==> config.mk <==
export PLATFORM = sky130hd
export DESIGN_NAME = ram_seq_ctrl
export DESIGN_NICKNAME = d
export VERILOG_FILES = /design/src/rtl/ram_seq_ctrl.sv
export SDC_FILE = /design/constraint.sdc
export NUM_CORES = 1
export LEC_CHECK = 0
export CAP_MARGIN = 20
export CORE_MARGIN = 2
export CORE_UTILIZATION = 45
export DETAILED_ROUTE_END_ITERATION = 8
export PLACE_DENSITY = 0.73
export SLEW_MARGIN = 20
export SYNTH_ARGS = -nofsm -noshare
export SYNTH_HDL_FRONTEND = slang
export SYNTH_SLANG_ARGS = --single-unit
==> constraint.sdc <==
create_clock -name Clock -period 2.1 [get_ports Clock]
set_input_delay 0.63 -clock Clock [delete_from_list [all_inputs] [get_ports Clock]]
set_output_delay 0.63 -clock Clock [all_outputs]
set_load 0.1 [all_outputs]
==> src/rtl/ram_seq_ctrl.sv <==
// ram_seq_ctrl: drives address, write data and write enable of the 32x4
// synchronous RAM stage. It has three modes: manual pass-through of the
// switches, an automatic fill of every word with one constant, and a read
// scan that walks the addresses at a rate set by TICK_DIV.
module ram_seq_ctrl #(
  parameter int ADDR_W   = 5,
  parameter int DATA_W   = 4,
  parameter int TICK_DIV = 4
) (
  input  logic              Clock,
  input  logic              Resetn,
  input  logic              Start,
  input  logic [1:0]        Cmd,
  input  logic              ManWrite,
  input  logic [ADDR_W-1:0] ManAddr,
  input  logic [DATA_W-1:0] ManData,
  input  logic [DATA_W-1:0] FillData,
  output logic [ADDR_W-1:0] Address,
  output logic [DATA_W-1:0] DataIn,
  output logic              Write,
  output logic              Busy,
  output logic              Done,
  output logic              Wrap
);

  localparam int TICK_W = $clog2(TICK_DIV + 1);
  localparam logic [TICK_W-1:0] TICK_LAST = TICK_W'(TICK_DIV - 1);
  localparam logic [ADDR_W-1:0] ADDR_LAST = '1;
  localparam logic [1:0] CMD_FILL = 2'b01;
  localparam logic [1:0] CMD_SCAN = 2'b10;

  typedef enum logic [1:0] {
    IDLE,
    FILL,
    SCAN,
    DONE
  } state_t;

  state_t            state;
  logic              start_prev;
  logic              start_edge;
  logic [ADDR_W-1:0] fill_cnt;
  logic [TICK_W-1:0] tick_cnt;
  logic              scan_init;

  // A start request is the cycle where Start is high but was low one cycle earlier.
  assign start_edge = Start & ~start_prev;

  // Sequencer: every output is registered here; state changes become visible on the RAM ports one cycle later.
  always_ff @(posedge Clock) begin
    if (!Resetn) begin
      state      <= IDLE;
      start_prev <= 1'b0;
      fill_cnt   <= '0;
      tick_cnt   <= '0;
      scan_init  <= 1'b0;
      Address    <= '0;
      DataIn     <= '0;
      Write      <= 1'b0;
      Busy       <= 1'b0;
      Done       <= 1'b0;
      Wrap       <= 1'b0;
    end else begin
      start_prev <= Start;
      Done       <= 1'b0;
      Wrap       <= 1'b0;

      case (state)
        IDLE: begin
          Address <= ManAddr;
          DataIn  <= ManData;
          Write   <= ManWrite;
          Busy    <= 1'b0;
          if (start_edge) begin
            if (Cmd == CMD_FILL) begin
              state    <= FILL;
              fill_cnt <= '0;
            end else if (Cmd == CMD_SCAN) begin
              state     <= SCAN;
              scan_init <= 1'b1;
              tick_cnt  <= '0;
            end
          end
        end

        FILL: begin
          Address  <= fill_cnt;
          DataIn   <= FillData;
          Write    <= 1'b1;
          Busy     <= 1'b1;
          fill_cnt <= fill_cnt + 1'b1;
          if (fill_cnt == ADDR_LAST) begin
            state <= DONE;
          end
        end

        DONE: begin
          Write <= 1'b0;
          Busy  <= 1'b0;
          Done  <= 1'b1;
          state <= IDLE;
        end

        SCAN: begin
          Write <= 1'b0;
          if (start_edge) begin
            state     <= IDLE;
            Busy      <= 1'b0;
            scan_init <= 1'b0;
          end else begin
            Busy <= 1'b1;
            if (scan_init) begin
              scan_init <= 1'b0;
              Address   <= '0;
              tick_cnt  <= '0;
            end else if (tick_cnt == TICK_LAST) begin
              tick_cnt <= '0;
              Address  <= Address + 1'b1;
              if (Address == ADDR_LAST) begin
                Wrap <= 1'b1;
              end
            end else begin
              tick_cnt <= tick_cnt + 1'b1;
            end
          end
        end

        default: begin
          state <= IDLE;
        end
      endcase
    end
  end

endmodule

* After elaboration in Yosys (flattened, before gate mapping) *
Index checks and enable logic that the tools add are counted.

storage, ports and cells
  logic and storage cells = 78
  register bits = 25
  output and inout bits = 13

operators by class
  reductions and logical operators = 12
  eq/ne operators = 17
  bitwise operators = 5
  add/sub/neg operators = 3
  muxes and demuxes = 30

operator list
  operator                                              count
  2-to-1 mux 5 bit                                      5
  2-to-1 mux 3 bit                                      6
  one-hot mux 5 bit (3 select lines)                    1
  inequality test 2 bit (second input constant)         7
  adder 5 x 1 -> 5 bit (second input constant)          2
  equality test 5 bit (second input constant)           2
  2-to-1 mux 2 bit                                      5
  one-hot mux 5 bit (2 select lines)                    1
  one-hot mux 2 bit (4 select lines)                    1
  one-hot mux 4 bit (2 select lines)                    1
  AND reduction 4 bit                                   2
  equality test 2 bit (second input constant)           3
  2-to-1 mux 1 bit                                      6
  inequality test 3 bit (second input constant)         2
  one-hot mux 1 bit (3 select lines)                    2
  one-hot mux 3 bit (2 select lines)                    1
  AND reduction 3 bit                                   2
  AND reduction 5 bit                                   1
  OR reduction 5 bit                                    1
  equality test 2 x 1 -> 1 bit (second input constant)  2
  inverter 1 bit                                        4
  nonzero test 2 bit                                    2
  OR reduction 2 bit                                    2
  adder 3 x 1 -> 3 bit (second input constant)          1
  5 further kinds                                       5

* Logic depth before layout (Yosys ltp) *
Gate-level depths: netlist of run 1.

  depth in word-level cells = 5
  depth in mapped cells = 7
  depth with buffers taken out = 6

* Least setup slack after synthesis of run 1 *
No wires, ideal clock.

  path kind = reg-to-reg
  from = register Address[0]
  to = register Address[4]
  data required time = 1.982 ns
  cell stages (with the launch flop) = 7
  buffers on the path = 0
  data arrival time = 2.062 ns
  setup slack = -0.080 ns
  path through = dfxtp_1 ha_1 and3_1 ha_1 a22oi_1 a21oi_1 a22o_1

between the ends
  cells in the longest elaborated chain, start to end = 5

RTL lines
  element                             RTL line  RTL
  start: declaration                  18        output logic [ADDR_W-1:0] Address,
  start signal: assignment            70        Address <= ManAddr;
  start signal: assignment            87        Address <= fill_cnt;
  start signal: assignment            118       Address <= Address + 1'b1;
  adder 5 x 1 -> 5 bit                118
  2-to-1 mux 5 bit                    116       end else if (tick_cnt == TICK_LAST) begin
  2-to-1 mux 5 bit                    112       if (scan_init) begin
  2-to-1 mux 5 bit                    106       if (start_edge) begin
  one-hot mux 5 bit (3 select lines)  68        case (state)

Every way passes these cells. The select of a mux whose other input is x is not followed.
A chain may end at the register's enable or synchronous reset.

* Final worst setup path of run 1 *
  from = input Cmd[1]
  to = register tick_cnt[0]

between the ends
  cells in the longest elaborated chain, start to end = 3
  elaborated cells on any way between the ends = 5

RTL lines
  element                                                              RTL line  RTL
  start: declaration                                                   13        input logic [1:0] Cmd,
  equality test 2 bit or equality test 2 x 1 -> 1 bit (tied branches)  78, 75
  inequality test 2 bit (no line)                                      n/a
  AND reduction 5 bit (no line) (*)                                    n/a
  end signal: assignment                                               123       tick_cnt <= tick_cnt + 1'b1;
  end: declaration                                                     43        logic [TICK_W-1:0] tick_cnt;

Mark *: on every way between the ends. The rest lies on a longest branch, timed or not.

==> results of run 1 <==
-- worst max-delay path, delay by kind of cell --
kind	cells	cell delay [ps]
buf+inv	2	530
simple gates	2	470
compound gates	2	420
fa+ha+maj	1	190
-- flip-flops by register name (all words and copies together) (netlist names) --
name	flops
Address	5
Busy	1
DataIn	4
Done	1
Wrap	1
Write	1
fill_cnt	5
scan_init	1
start_prev	1
state	2
tick_cnt	3
-- per-stage QoR --
stage          instance area, um^2  setup WS, ps  hold WS (ps)
4_1_cts                       1890           149           487
3_3_place_gp                  1860          -139           459
6_report                      1890           127           485
5_1_grt                       1890          28.6           514
2_1_floorplan                 1370           101           439
3_5_place_dp                  1860          -199           469
-- power breakdown --
group	switching, W	total, W	internal [W]
Combinational	0.00106	0.00175	0.000688
Sequential	0.000125	0.000702	0.000577
Clock	0.000148	0.000223	0.0000744
-- path summary, 6_finish.rpt --
path                 endpoint  depth (start not counted)   startpoint
setup / recovery  tick_cnt[0]                          7       Cmd[1]
hold / removal    tick_cnt[1]                          2  tick_cnt[1]
setup reg to reg   Address[0]                          6     state[0]
hold reg to reg   tick_cnt[1]                          2  tick_cnt[1]
-- per-layer routing --
| layer | global-route usage, % | wire [um] | up-vias |
|---|---|---|---|
| met2 | 36.7 | 1720 | 30 |
| met3 | 2.84 | 124 | 4 |
| li1 | - | - | 622 |
| met1 | 23.1 | 1350 | 621 |
| met4 | 7.79 | 31 | 0 |
| met5 | 0 | 0 | - |
-- cells in the final DEF, fill, tap and decap left out, types with 3 or more instances in the layout --
cell type,count
buf_12,12
a21oi_1,16
nand3_1,7
buf_4,8
dfxtp_1,23
inv_1,5
and3_1,4
nor2b_1,3
ha_1,12
a22o_1,4
clkdlybuf4s50_1,18
and2_1,4
mux2i_1,7
nor2_1,20
clkbuf_4,3
nand2b_1,6
nand2_1,9
-- cells by family after synthesis --
| kind of cell | count (synthesis) | share of synthesized area [%] |
|---|---|---|
| compound gates | 39 | 19.9 |
| xor+xnor | 2 | 1.28 |
| fa+ha+maj | 12 | 11.0 |
| buf+inv | 11 | 3.48 |
| flops | 25 | 36.6 |
| mux | 7 | 5.13 |
| simple gates | 60 | 22.6 |
-- cell type report --
cell class | count | share of cell area [%]
Timing Repair Buffer | 38 | 25.4
Multi-Input combinational cell | 120 | 43.3
Clock buffer | 4 | 1.39
Inverter | 6 | 1.19
Tap cell | 31 | 2.05
Sequential cell | 25 | 26.6
==> impl_metrics.toml, run 1 <==
[timing]
fin_skew_ps = 4.98
finalCritPeriodShare_pct = 93.9
worst_slew_pin_slew_ps = 364
fin_setup_tns_ps = 0
rsz0062_at_grt = "false"
max_freq_ghz = 0.507
setup_viol = 0
slew_violations = 0
hold_viol = 0
fin_crit_ps = 1970
max_slew_margin_pct = 75.6

[drt]
post-route-drc-count = 0
drtIter0Drc = 43
ant_nets = 0
dr.pass1.iters = 4
via_per_inst = 5.70
wl_per_cell_um = 14.4
via_count = 1277
wirelength_mm = 3.22

[finish]
syn_to_final_growth_pct = 38.3
finish.utilization_pct = 66.8
final_cells = 224
regArea_um2 = 503
multi_input_area_um2 = 818
antennaDiodeCount = 0
fillers = 224
layout-drive-gt1-share_pct = 16.6
fin_nets = 225

[clocking]
post_cts_buffers = 0
cts.sink_count = 25
ctsHoldBuffers = 0
cts_buffers = 3
path_clk_slew_ps = 140
clk_path_buf_depth = 2
cts_tree = "yes"
htree_levels = 1
cts_resized = 0
clk_latency_ps = 320
cts_root_buf = "clkbuf_4"

[flow_run]
cap_violations = 0

[synth]
syn-num-nets = 187
ys_async_sr_fraction_pct = 0
yosys-top-cells-count = "dfxtp_1 (25), nor2_1 (20), a21oi_1 (16), ha_1 (12), nand2_1 (9)"
synth_top_area_share_pct = 36.6
synth.most_common_cell = "dfxtp_1"
avgSynthCellArea_um2 = 8.76
synth.distinct_cells = 42
synth_cells = 156
syn_area_um2 = 1370
synth-seq-cells = 25
yosysTopAreaCell = "dfxtp_1"
yosysWarnings = 0
ys_seq_area_share_pct = 36.6
synth_flop_cell = "dfxtp_1"
synth-edff-count = 0
synth_area_leaders = "dfxtp_1 (37%), ha_1 (11%), a21oi_1 (5.9%), nor2_1 (5.5%), mux2i_1 (5.1%)"

[critical_path]
crit_type = "in2reg"
worst_path_max_delay_cell = "clkdlybuf4s50_1"
crit_arrival_ps = 2240
reg2reg_slack_ps = 280
crit_chain = "clkdlybuf4s50_1 -> inv_1 -> ha_1 -> and4bb_1 -> nand3b_1 -> a211o_1 -> a21oi_1"
cp.required_ps = 2370
max_stage_delay_ps = 480
endpoint_kind = "register"
start_kind = "primary input"
critPathMaxFanout = 6

[die]
row_count = 19
start_util_pct = 48.3
coreArea_um2 = 2830
die_w_um = 59.1
die_h_um = 59.1
io_pins = 32
die_area_um2 = 3490

[pwr]
power.leakage_nw = 0.829
power_density_nw_per_um2 = 1410
finalPower_w = 0.00267
ir_worst_vdd_v = 0.000729

[place]
portBuffers = 31
hpwl_mm = 2.51
dp.cells = 220
gp_congestion = 0.789

[global_route]
antenna_found_initial = 0
grt_pass1_vias = 1267
grt_max_degree = 25
gr-usage-all-layers_pct = 19.9
grt_pass1_wl_mm = 5.33
grt-ovfl-total = 0

[status]
status = "completed"

[min_path]
worstHoldPathType = "reg2reg"
Power figures use the tool's default switching activity.
==> inputs of run 2 (changes only) <==
--- a/config.mk
+++ b/config.mk
@@ -5,6 +5,7 @@
 export SDC_FILE = /design/constraint.sdc
 export NUM_CORES = 1
 export LEC_CHECK = 0
+export ABC_AREA = 1
 export CAP_MARGIN = 20
 export CORE_MARGIN = 2
 export CORE_UTILIZATION = 45
==> impl_metrics.toml, run 2 <==
[status]
status = "completed"

[critical_path]
crit_arrival_ps = 1990
worst_path_max_delay_cell = "clkdlybuf4s50_1"
critical-path-top-delay-family = "buffers and inverters"
endpoint_kind = "register"
cp.required_ps = 2340
crit_type = "in2reg"
critical_path_buf_inv_count = 4
start_kind = "primary input"
critPathMaxFanout = 3
max_stage_delay_ps = 480
crit_chain = "clkdlybuf4s50_1 -> inv_1 -> ha_1 -> inv_1 -> nand2_1 -> o21ai_4 -> nand2_2 -> nor2_2 -> nand2_1 -> nand2_1 -> inv_1"

[finish]
layout_common_cells = "nand2_1 (51), inv_1 (29), nor2_1 (26)"
finish.utilization_pct = 63.3
antennaDiodeCount = 0
fin_area_um2 = 1930
layout-drive-gt1-share_pct = 13.9
syn_to_final_growth_pct = 34.6
regArea_um2 = 500
multi_input_area_um2 = 792
fin_nets = 276
reg_top3 = "Address (5), fill_cnt (5), DataIn (4)"
mostFrequentLayoutCell = "nand2_1"
fillers = 286

[global_route]
gr-usage-all-layers_pct = 20.1
antenna_found_initial = 0
grt_pass1_wl_mm = 5.49
grt_max_degree = 18
grt_pass1_vias = 1264
grt-ovfl-total = 0

[timing]
worst_slew_pin_slew_ps = 300
fin_crit_ps = 1740
fin_skew_ps = 5.09
whs_ps = 513
finalCritPeriodShare_pct = 83.1
max_slew_margin_pct = 79.9
rsz0062_at_grt = "false"
fin_setup_tns_ps = 0
max_freq_ghz = 0.573
slew_violations = 0
setup_viol = 0
setup_slack_ps = 355
hold_viol = 0

[drt]
wirelength_mm = 3.31
dr.pass1.iters = 4
drtIter0Drc = 33
post-route-drc-count = 0
via_count = 1348
via_per_inst = 4.68
ant_nets = 0
wl_per_cell_um = 11.5

[die]
die_area_um2 = 3660
die_w_um = 60.5
io_pins = 32
coreArea_um2 = 3050
row_count = 20
die_h_um = 60.5
start_util_pct = 47.0

[clocking]
path_clk_slew_ps = 140
clk_path_buf_depth = 2
cts_resized = 0
clk_latency_ps = 330
ctsHoldBuffers = 0
cts_tree = "yes"
cts_root_buf = "clkbuf_4"
cts.sink_count = 25
cts_buffers = 3
post_cts_buffers = 0
htree_levels = 1

[synth]
syn_area_um2 = 1440
synth_simple_gate_area_share_pct = 33.0
synth-seq-cells = 25
yosysWarnings = 0
synth_cells = 207
synth_flop_cell = "dfxtp_1"
synth_top_family_by_area = "simple AND/OR/NAND/NOR gates"
synth_area_leaders = "dfxtp_1 (35%), nand2_1 (13%), ha_1 (10%), inv_1 (7.6%), nor2_1 (6.8%)"
synth-xor-area-share_pct = 0.610
synthAdderAreaFrac_pct = 10.5
synth.distinct_cells = 25
yosysTopAreaCell = "dfxtp_1"
yosys-top-cells-count = "nand2_1 (51), inv_1 (29), nor2_1 (26), dfxtp_1 (25), nand3_1 (14)"
synth-edff-count = 0
synth_top_area_share_pct = 34.9
syn-num-nets = 238
synth_compound_area_share_pct = 11.2
ys_async_sr_fraction_pct = 0
ys_seq_area_share_pct = 34.9
synth.most_common_cell = "nand2_1"
avgSynthCellArea_um2 = 6.93
synthMuxAreaShare_pct = 0

[flow_run]
cap_violations = 0

[place]
gp_congestion = 0.867
portBuffers = 31
dp_slack_ps = 7.44
hpwl_mm = 2.57
placed_area_um2 = 1900

[pwr]
power_density_nw_per_um2 = 1560
power.leakage_nw = 0.950
ir_worst_vdd_v = 0.000999

[min_path]
worstHoldPathType = "reg2reg"
[run 2: changes by cell type in the layout (fill, tap and decap cells not counted), sizes merged, moves of 6 or more]
cell,change
inv,+25
mux2i,-7
nand2,+45
nand2b,-6
nand3,+8
nor2,+10
o21ai,+10
[run 2: layout make-up]
| class | count | share of cell area [%] |
|---|---|---|
| multi-input cells | 148 | 41.0 |
| clock buffers | 3 | 1.17 |
| well taps | 44 | 2.85 |
| repair buffers | 36 | 22.8 |
| inverters | 31 | 6.02 |
| clock inverters | 1 | 0.259 |
| flip-flops and latches | 25 | 25.9 |
[run 2: per-layer routing]
layer | share of wire [%] | up-vias | routed length (um) | global-route usage (%)
li1 | - | 726 | - | -
met1 | 49 | 586 | 1630 | 26.9
met2 | 46 | 34 | 1510 | 33.2
met3 | 4.7 | 2 | 154 | 4.69
met4 | 0.39 | 0 | 13 | 4.66
met5 | 0 | - | 0 | 0
[run 2: path summary, 6_finish.rpt]
path	start	end	slack, ps	cells past startpoint
min	tick_cnt[1]	tick_cnt[1]	510	2
min reg2reg	tick_cnt[1]	tick_cnt[1]	510	2
max reg2reg	state[0]	fill_cnt[0]	400	8
max	Cmd[1]	tick_cnt[2]	360	11
[run 2: stage by stage]
| stage | cells | total power (W) |
|---|---|---|
| floorplan | 207 | 0.00219 |
| global placement | 284 | 0.00279 |
| detailed placement | 284 | 0.00281 |
| CTS | 288 | 0.00304 |
| global route | 288 | 0.00326 |
| finish | 288 | 0.00302 |
[run 2: cells by family (layout without fill, tap and decap cells)]
kind of cell / after synthesis / count (layout)
AND/OR/NAND/NOR: 107 / 107
buffers and inverters: 34 / 71
AO/OA/AOI/OAI: 28 / 28
flip-flops: 25 / 25
XOR/XNOR: 1 / 1
adder cells (fa/ha/maj): 12 / 12
[run 2: worst min-delay path: cells and delay by family, from the launching register on]
| kind | cells | cell delay (ps) |
|---|---|---|
| flops | 1 | 340 |
| simple gates | 2 | 150 |
[run 2: where the power goes]
group          switching [W]  internal, W
sequential          0.000168     0.000617
clock               0.000152    0.0000715
combinational        0.00130     0.000710
